**src/rtl/desppunch_pkg.sv**
```systemverilog
// Shared types and constants for the desperation-punch animation block.
package desppunch_pkg;

  typedef enum logic [1:0] {
    IDLE     = 2'd0,
    PLAY     = 2'd1,
    COOLDOWN = 2'd2
  } anim_state_t;

  localparam logic [3:0]  TRANSPARENT_IDX = 4'h0;
  localparam int unsigned SCREEN_W        = 640;
  localparam int unsigned SCREEN_H        = 480;
  localparam int unsigned COORD_W         = 10;

  // Counter width that never collapses to zero bits for tiny parameter values.
  function automatic int unsigned clog2_min1(input int unsigned n);
    return (n > 1) ? $clog2(n) : 1;
  endfunction

endpackage

```
**src/rtl/desppunch_seq.sv**
```systemverilog
// Punch animation sequencer: IDLE/PLAY/COOLDOWN FSM, frame and hold counters,
// request latch and per-video-frame position latch. Advances only on frame_tick.
module desppunch_seq
  import desppunch_pkg::*;
#(
  parameter int unsigned NUM_FRAMES = 4,
  parameter int unsigned HOLD_TICKS = 5,
  parameter int unsigned COOL_TICKS = 8,
  parameter int unsigned HIT_FRAME  = 2,
  parameter int unsigned FRAME_W    = clog2_min1(NUM_FRAMES)
) (
  input  logic               Clk,
  input  logic               Reset,
  input  logic               frame_tick,
  input  logic               punch_req,
  input  logic [COORD_W-1:0] pos_x,
  input  logic [COORD_W-1:0] pos_y,
  input  logic               facing_left,
  output logic [COORD_W-1:0] lat_x,
  output logic [COORD_W-1:0] lat_y,
  output logic               lat_left,
  output logic [FRAME_W-1:0] anim_frame,
  output logic               busy,
  output logic               hit_active
);

  localparam int unsigned HOLD_W = clog2_min1(HOLD_TICKS);
  localparam int unsigned COOL_W = clog2_min1(COOL_TICKS);

  anim_state_t       state;
  logic [HOLD_W-1:0] hold;
  logic [COOL_W-1:0] cnt;
  logic              pending;

  always_ff @(posedge Clk) begin
    if (Reset) begin
      state      <= IDLE;
      anim_frame <= '0;
      hold       <= '0;
      cnt        <= '0;
      pending    <= 1'b0;
      lat_x      <= '0;
      lat_y      <= '0;
      lat_left   <= 1'b0;
      busy       <= 1'b0;
      hit_active <= 1'b0;
    end else begin
      // A request seen between ticks is remembered until the next tick starts the move.
      if (state == IDLE && punch_req) pending <= 1'b1;

      if (frame_tick) begin
        lat_x    <= pos_x;
        lat_y    <= pos_y;
        lat_left <= facing_left;

        unique case (state)
          IDLE: begin
            anim_frame <= '0;
            if (pending || punch_req) begin
              state      <= PLAY;
              hold       <= '0;
              pending    <= 1'b0;
              busy       <= 1'b1;
              hit_active <= (HIT_FRAME == 0);
            end
          end
          PLAY: begin
            if (hold == HOLD_W'(HOLD_TICKS - 1)) begin
              hold <= '0;
              if (anim_frame == FRAME_W'(NUM_FRAMES - 1)) begin
                state      <= COOLDOWN;
                cnt        <= '0;
                hit_active <= 1'b0;
              end else begin
                anim_frame <= anim_frame + FRAME_W'(1);
                hit_active <= ((anim_frame + FRAME_W'(1)) == FRAME_W'(HIT_FRAME));
              end
            end else begin
              hold <= hold + HOLD_W'(1);
            end
          end
          COOLDOWN: begin
            if (cnt == COOL_W'(COOL_TICKS - 1)) begin
              state      <= IDLE;
              anim_frame <= '0;
              busy       <= 1'b0;
            end else begin
              cnt <= cnt + COOL_W'(1);
            end
          end
          default: begin
            state      <= IDLE;
            busy       <= 1'b0;
            hit_active <= 1'b0;
          end
        endcase
      end
    end
  end

endmodule

```
**src/rtl/desppunch_anim.sv**
```systemverilog
// Desperation-punch sprite: sequencer plus a 2-stage DrawX/DrawY -> ROM -> palette-index pipeline.
module desppunch_anim
  import desppunch_pkg::*;
#(
  parameter int unsigned SPR_W      = 64,
  parameter int unsigned SPR_H      = 96,
  parameter int unsigned NUM_FRAMES = 4,
  parameter int unsigned HOLD_TICKS = 5,
  parameter int unsigned COOL_TICKS = 8,
  parameter int unsigned HIT_FRAME  = 2,
  parameter int unsigned ADDR_W     = $clog2(NUM_FRAMES * SPR_W * SPR_H),
  localparam int unsigned FRAME_W   = clog2_min1(NUM_FRAMES)
) (
  input  logic               Clk,
  input  logic               Reset,
  input  logic               frame_tick,
  input  logic               punch_req,
  input  logic [COORD_W-1:0] pos_x,
  input  logic [COORD_W-1:0] pos_y,
  input  logic               facing_left,
  input  logic [COORD_W-1:0] DrawX,
  input  logic [COORD_W-1:0] DrawY,
  output logic [ADDR_W-1:0]  rom_addr,
  input  logic [3:0]         rom_q,
  output logic [3:0]         palette_index,
  output logic               sprite_on,
  output logic               busy,
  output logic [FRAME_W-1:0] anim_frame,
  output logic               hit_active
);

  localparam int unsigned DIFF_W = COORD_W + 1;

  logic [COORD_W-1:0] lat_x;
  logic [COORD_W-1:0] lat_y;
  logic               lat_left;

  desppunch_seq #(
    .NUM_FRAMES (NUM_FRAMES),
    .HOLD_TICKS (HOLD_TICKS),
    .COOL_TICKS (COOL_TICKS),
    .HIT_FRAME  (HIT_FRAME),
    .FRAME_W    (FRAME_W)
  ) u_seq (
    .Clk         (Clk),
    .Reset       (Reset),
    .frame_tick  (frame_tick),
    .punch_req   (punch_req),
    .pos_x       (pos_x),
    .pos_y       (pos_y),
    .facing_left (facing_left),
    .lat_x       (lat_x),
    .lat_y       (lat_y),
    .lat_left    (lat_left),
    .anim_frame  (anim_frame),
    .busy        (busy),
    .hit_active  (hit_active)
  );

  logic [DIFF_W-1:0] dx;
  logic [DIFF_W-1:0] dy;
  logic              in_box;
  logic [ADDR_W-1:0] col;
  logic [ADDR_W-1:0] addr;

  // Offsets are two's complement; bit DIFF_W-1 set means the pixel is left of/above the box.
  always_comb begin
    dx     = {1'b0, DrawX} - {1'b0, lat_x};
    dy     = {1'b0, DrawY} - {1'b0, lat_y};
    in_box = !dx[DIFF_W-1] && (dx < DIFF_W'(SPR_W)) &&
             !dy[DIFF_W-1] && (dy < DIFF_W'(SPR_H));
    col    = lat_left ? (ADDR_W'(SPR_W - 1) - ADDR_W'(dx)) : ADDR_W'(dx);
    addr   = ADDR_W'(anim_frame) * ADDR_W'(SPR_W * SPR_H)
           + ADDR_W'(dy) * ADDR_W'(SPR_W) + col;
  end

  logic in_box_q;
  logic in_box_qq;

  // Stage 1 issues the ROM address; the in-box flag rides along to meet rom_q one cycle later.
  always_ff @(posedge Clk) begin
    if (Reset) begin
      rom_addr      <= '0;
      in_box_q      <= 1'b0;
      in_box_qq     <= 1'b0;
      palette_index <= TRANSPARENT_IDX;
      sprite_on     <= 1'b0;
    end else begin
      rom_addr  <= in_box ? addr : '0;
      in_box_q  <= in_box;
      in_box_qq <= in_box_q;
      if (in_box_qq && (rom_q != TRANSPARENT_IDX)) begin
        palette_index <= rom_q;
        sprite_on     <= 1'b1;
      end else begin
        palette_index <= TRANSPARENT_IDX;
        sprite_on     <= 1'b0;
      end
    end
  end

endmodule

```
**config.mk**
```make
export PLATFORM = sky130hd
export DESIGN_NAME = desppunch_anim
export DESIGN_NICKNAME = d
export VERILOG_FILES = /design/src/rtl/desppunch_pkg.sv /design/src/rtl/desppunch_seq.sv /design/src/rtl/desppunch_anim.sv
export SDC_FILE = /design/constraint.sdc
export NUM_CORES = 1
export LEC_CHECK = 0
export ABC_AREA = 1
export CORE_UTILIZATION = 35
export CTS_CLUSTER_DIAMETER = 200
export DETAILED_ROUTE_END_ITERATION = 6
export GPL_ROUTABILITY_DRIVEN = 1
export PLACE_DENSITY = 0.57
export SLEW_MARGIN = 20
export SYNTH_ARGS = -nofsm -noshare
export SYNTH_HDL_FRONTEND = slang
export SYNTH_HIERARCHICAL = 1
export SYNTH_SLANG_ARGS = --single-unit
export TNS_END_PERCENT = 1
```
**constraint.sdc**
```tcl
create_clock -name Clk -period 6.4 [get_ports Clk]
set_input_delay 0.64 -clock Clk [delete_from_list [all_inputs] [get_ports Clk]]
set_output_delay 0.64 -clock Clk [all_outputs]
set_load 0.01 [all_outputs]
```
==> results of run 1 <==
-- final cells by class --
cell class	instances	area, um^2	share of cell area (%)
Inverter	113	424	8.45
Clock buffer	5	125	2.49
Multi-Input combinational cell	420	2420	48.1
Clock inverter	3	42.5	0.847
Timing Repair Buffer	72	716	14.3
Sequential cell	56	1120	22.3
Tap cell	140	175	3.49
-- path summary, 6_finish.rpt --
| kind | start | end | slack [ps] | cells past startpoint |
|---|---|---|---|---|
| setup reg to reg | u_seq/lat_x[2] | rom_addr[13] | 2620 | 26 |
| setup / recovery | DrawX[0] | rom_addr[14] | 2200 | 28 |
| hold / removal | in_box_q | in_box_qq | 400 | 2 |
| hold reg to reg | in_box_q | in_box_qq | 400 | 2 |
-- cells in the final DEF (no fill, tap or decap), types with 2 or more instances in the layout --
cell	n
a21oi_1	22
a21oi_2	3
and2_1	2
clkbuf_16	5
clkdlybuf4s50_1	71
dfxtp_1	56
fa_1	4
ha_1	43
inv_1	105
inv_2	8
nand2_1	125
nand2_2	8
nand2_4	2
nand3_1	29
nand3_2	3
nand3b_1	2
nand4_1	10
nor2_1	90
nor2_2	11
nor3_1	6
o21ai_0	14
o21ai_1	13
o21bai_1	4
or2_1	3
or2_2	3
xnor2_1	10
xor2_1	7
-- power breakdown --
group | internal, W | switching, W | total (W)
Combinational | 0.000199 | 0.000275 | 0.000474
Sequential | 0.000368 | 0.0000180 | 0.000386
Clock | 0.000184 | 0.000127 | 0.000311
Total | 0.000751 | 0.000421 | 0.00117
-- per-stage QoR --
stage	power [W]	hold slack, ps	instance area [um^2]
final	0.00117	400	5020
after global routing	0.00128	469	5020
after CTS	0.00119	402	5030
after detailed placement	0.000870	392	4860
after global placement	0.000860	391	4860
after floorplan	0.000750	388	4010
-- flip-flops by register name, summed over array words and instances, names as in the netlist, 2 cells and up --
register and cells:
u_seq/hold 3, palette_index 4, u_seq/lat_x 10, u_seq/cnt 3
u_seq/state 2, u_seq/anim_frame 2, u_seq/lat_y 10, rom_addr 15
-- worst reg2reg max path: stages, from the launching register on --
cell,delay [ps]
dfxtp_1,330
inv_1,70
ha_1,390
nand2_1,70
nand2_1,110
inv_2,50
nand2_4,70
nand2_2,50
nand2_1,50
nand2_1,40
nand2_1,100
inv_1,70
ha_1,290
nand2_1,60
o21ai_0,90
ha_1,310
ha_1,230
fa_1,390
nand2_1,70
inv_1,40
o21ai_0,110
and2_1,160
nor2_1,60
o21ai_0,130
nand2_1,80
xnor2_1,170
nor2_2,60
-- synthesized netlist by cell type --
| master | n | share of area (%) |
|---|---|---|
| a21oi_1 | 22 | 2.7 |
| nor3_1 | 6 | 0.75 |
| nand3_1 | 29 | 3.6 |
| buf_6 | 1 | 0.28 |
| or2_2 | 3 | 0.47 |
| nor4_1 | 1 | 0.16 |
| nand4_1 | 10 | 1.6 |
| buf_2 | 4 | 0.50 |
| nand3b_4 | 1 | 0.50 |
| o21ai_1 | 13 | 1.6 |
| clkbuf_1 | 5 | 0.47 |
| nand2_1 | 125 | 12 |
| o21ai_0 | 14 | 1.7 |
| o21bai_1 | 4 | 0.75 |
| dfxtp_1 | 56 | 28 |
| xor2_1 | 7 | 1.5 |
| nand3b_1 | 2 | 0.37 |
| and3_1 | 1 | 0.16 |
| nor2_2 | 11 | 1.7 |
| ha_1 | 43 | 13 |
| o21a_1 | 1 | 0.19 |
| a21oi_2 | 3 | 0.65 |
| nor2_1 | 90 | 8.4 |
| or2_1 | 3 | 0.47 |
| and2_1 | 2 | 0.31 |
| nand2_2 | 8 | 1.2 |
| nand3_2 | 3 | 0.75 |
| nand2_4 | 2 | 0.56 |
| xnor2_1 | 10 | 2.2 |
| nor3_4 | 1 | 0.41 |
| inv_2 | 8 | 0.75 |
| inv_1 | 105 | 9.8 |
| fa_1 | 4 | 2.0 |
| nor2_4 | 1 | 0.28 |
-- cell families after synthesis --
| group | count (synthesis) | share of synthesized area [%] |
|---|---|---|
| and+or+nand+nor | 299 | 33.4 |
| DFF | 56 | 27.9 |
| xor gates and xnor gates | 17 | 3.71 |
| AOI/OAI and AO/OA | 57 | 7.70 |
| adders and majority gates | 47 | 15.4 |
| buffers and inverters | 123 | 11.8 |
-- metal layers --
layer,vias up,GRT usage [%],routed length (um)
met5,-,0,0
met4,0,4.15,97
met3,7,2.57,396
met2,70,25.1,3700
met1,1581,23.0,4730
li1,1987,-,-
==> run_results.csv, run 1 <==
group,metric,value,unit
status,status,"complete, no violations",
sta,fin_crit_sh,65.6,%
die,die-area,11900,um^2
placement,post-place-cells,801,
logic_synthesis,ys_seq_area_share,27.9,%
logic_synthesis,synth_area,4010,um^2
sta,setup_viol,0,
power,leakagePower,2.52,nW
logic_synthesis,yosys_warnings,6,
sta,finalHoldViolations,0,
logic_synthesis,syn_area_per_cell,6.70,um^2
clock_network,cts_tree,"yes",
worst_setup_path,arrival,4390,ps
worst_setup_path,path_buf_inv,5,
clock_network,cts-resized-gates,0,
sta,worst_pin_slew,633,ps
detailed_routing,num_vias,3645,
detailed_routing,wirelength,8920,um
final_layout,fin_util,45.7,%
power,power.density,233,nW/um^2
die,fp.dieH,109,um
worst_setup_path,cp.required,6590,ps
die,die_x,109,um
sta,setup_slack,2200,ps
global_route,overflow,0,
detailed_routing,via_per_inst,4.51,
die,coreArea,11000,um^2
logic_synthesis,synth_nets,695,
detailed_routing,wire_per_inst,11.0,um
placement,port_buffers,72,
placement,pre_cts_ws,1890,ps
clock_network,numCtsBuffers,5,
sta,relSlewSlack,57.7,%
final_layout,drive_gt1_share,7.47,%
clock_network,holdBufCountCts,0,
power,irDropWorstVdd,0.000130,V
final_layout,fin_nets,764,
clock_network,cts_sinks,56,
logic_synthesis,ys_ff_latch,56,
worst_setup_path,max_stage_delay,450,ps
sta,max_freq,238,MHz
clock_network,h-tree-depth,2,
final_layout,area.growth.synth_to_final,25.1,%
worst_setup_path,end_kind,"flop",
final_layout,stdcell_count,809,
sta,tns,0,ps
clock_network,clk_latency,300,ps
die,pin_count,73,
logic_synthesis,netlist_instances,599,
worst_hold_path,hp-class,"reg -> reg",
worst_setup_path,cp_common_cell,"nand2_1",
detailed_routing,first_pass_iters,4,
worst_setup_path,crit_path_start_kind,"primary input",
die,rows,38,
global_route,grt_pass1_vias,3364,
placement,dp_hpwl,7220,um
clock_network,cts_buffer_depth,2,
global_route,grt_pass1_wl,15300,um
clock_network,cts_setup_buffers,0,
sta,drv_slew,0,
global_route,grt.total_usage,16.2,%
detailed_routing,initialDrtViolationCount,128,
clock_network,clk_pin_slew,70,ps
logic_synthesis,yosysUniqueCellTypes,34,
placement,globalplace.congestion,0.876,
job,drv_cap,0,
sta,layout_min_cycle_time,4200,ps
global_route,antenna_found_initial,0,
worst_setup_path,path_max_fanout,6,
final_layout,fill_cells,1154,
detailed_routing,antenna_left,0,
worst_setup_path,path_delay_family,"simple AND/OR/NAND/NOR gates",
sta,rsz0062_at_grt,"false",
clock_network,root_buffer,"clkbuf_16",
detailed_routing,drc_errors,0,
sta,fin_skew,9.02,ps
die,initial_core_util,36.5,%
global_route,grt_max_degree,33,
final_layout,diodes,0,
worst_setup_path,critPathSlowestCell,"fa_1",
worst_setup_path,critPathKind,"in -> reg",
Power figures use the tool's default switching activity.
==> inputs of run 2 (changes only) <==
- clock period: 6.4 -> 4.3 ns (I/O delays scaled with it)
==> run_results.csv, run 2 (synthesis results as in run 1) <==
group,metric,value,unit
status,status,"complete, no violations",
sta,fin_skew,9.62,ps
placement,dp_hpwl,7160,um
final_layout,final_common_cell,"nand2_1",
worst_setup_path,crit_path_start_kind,"primary input",
sta,setup_slack,378,ps
global_route,grt_pass1_vias,3388,
final_layout,fin_util,45.8,%
worst_hold_path,hold_depth,2,
worst_setup_path,ff2ff_setup_slack,520,ps
global_route,grt_pass1_wl,15100,um
final_layout,area.growth.synth_to_final,25.3,%
die,pin_count,73,
worst_setup_path,end_kind,"flop",
final_layout,multi_input_area,2420,um^2
sta,layout_min_cycle_time,3920,ps
global_route,antenna_found_initial,0,
power,p_sw,0.000631,W
placement,pre_cts_ws,-7.45,ps
placement,post-place-cells,801,
detailed_routing,wire_per_inst,11.0,um
detailed_routing,num_vias,3679,
power,irDropWorstVdd,0.000189,V
final_layout,drive_gt1_share,7.62,%
sta,finalHoldViolations,0,
worst_setup_path,cp.required,4490,ps
die,fp.dieH,109,um
power,seqPwrFrac,32.8,%
power,pwr-share-clk,26.7,%
clock_network,cts_buffer_depth,2,
worst_setup_path,path_max_fanout,5,
placement,globalplace.congestion,0.876,
clock_network,clk_pin_slew,70,ps
sta,worst_pin_slew,667,ps
clock_network,clk_latency,300,ps
job,drv_cap,0,
global_route,grt.total_usage,16.1,%
global_route,grt_max_degree,33,
final_layout,diodes,0,
detailed_routing,antenna_left,0,
sta,fin_crit_sh,91.2,%
die,die-area,11900,um^2
clock_network,h-tree-depth,2,
global_route,overflow,0,
worst_setup_path,arrival,4110,ps
worst_setup_path,critPathKind,"in -> reg",
sta,rsz0062_at_grt,"false",
sta,setup_viol,0,
power,sw_frac_of_total,36.1,%
final_layout,fin_nets,764,
final_layout,largest_reg_flops,15,
detailed_routing,initialDrtViolationCount,152,
final_layout,largestRegisters,"rom_addr x15, u_seq/lat_x x10, u_seq/lat_y x10",
sta,drv_slew,0,
final_layout,stdcell_count,809,
detailed_routing,first_pass_iters,4,
detailed_routing,wirelength,8940,um
power,intPower,0.00112,W
clock_network,root_buffer,"clkbuf_16",
clock_network,cts_sinks,56,
power,power.density,348,nW/um^2
clock_network,cts_setup_buffers,0,
sta,max_freq,255,MHz
worst_setup_path,reg2regPathDepth,26,
power,pwr-share-comb,40.4,%
die,initial_core_util,36.5,%
clock_network,cts_tree,"yes",
detailed_routing,via_per_inst,4.55,
final_layout,final_cell_mix,"nand2_1 (125), inv_1 (105), nor2_1 (90)",
placement,port_buffers,72,
sta,hold_slack,400,ps
sta,relSlewSlack,55.5,%
die,coreArea,11000,um^2
die,rows,38,
final_layout,fill_cells,1152,
final_layout,seq_area,1120,um^2
worst_hold_path,hp-class,"reg -> reg",
final_layout,top_register,"rom_addr",
detailed_routing,drc_errors,0,
sta,tns,0,ps
die,die_x,109,um
clock_network,numCtsBuffers,5,
power,leakagePower,2.52,nW
## run 2: cell counts in the layout (fill, tap and decap cells not counted)
No cell type changed its count.
## run 2: final timing paths
check,from,end
min,in_box_q,in_box_qq
max,DrawX[6],rom_addr[13]
min reg2reg,in_box_q,in_box_qq
max reg2reg,u_seq/lat_x[2],rom_addr[13]
## run 2: area by class of cell
cell class,instances,share of cell area [%]
sequential,56,22.3
multi-input combinational,420,48.2
inverter,113,8.43
tap,140,3.48
clock buffer,5,2.49
clock inverter,3,0.846
timing repair buffer,72,14.2
## run 2: per-layer routing
layer,part of all wire (%),track usage [%]
met5,0,0
met4,1.6,4.83
met3,4.4,2.75
met2,42,25.4
met1,52,22.3
## run 2: through the flow
step	cell area [um^2]	power, W
after floorplan	4010	0.00112
after global placement	4860	0.00128
after detailed placement	4860	0.00129
after CTS	5030	0.00177
after global routing	5030	0.00190
final	5030	0.00175
## run 2: power by group through the flow
stage               clock network, W  registers [W]  logic [W]
floorplan                          0       0.000581   0.000535
global placement                   0       0.000586   0.000694
detailed placement                 0       0.000587   0.000704
CTS                         0.000487       0.000575   0.000712
global route                0.000500       0.000581   0.000819
finish                      0.000468       0.000575   0.000707
## run 2: critical path, stage by stage
cell and delay [ps]:
clkdlybuf4s50_1 410, ha_1 370, nand2_1 130, inv_1 50, a21oi_1 180, nand3_1 100, nand2_1 110, inv_1 70
ha_1 290, nand2_1 60, o21ai_0 90, ha_1 310, ha_1 230, fa_1 390, nand2_1 70, inv_1 40
o21ai_0 110, and2_1 150, nor2_1 50, o21ai_0 140, nand2_1 80, xnor2_1 180, nor2_2 60
## run 2: repair_timing
action,in CTS,in global routing
hold buffers,0,0
gates resized for setup,0,2
setup endpoints to repair,0,2
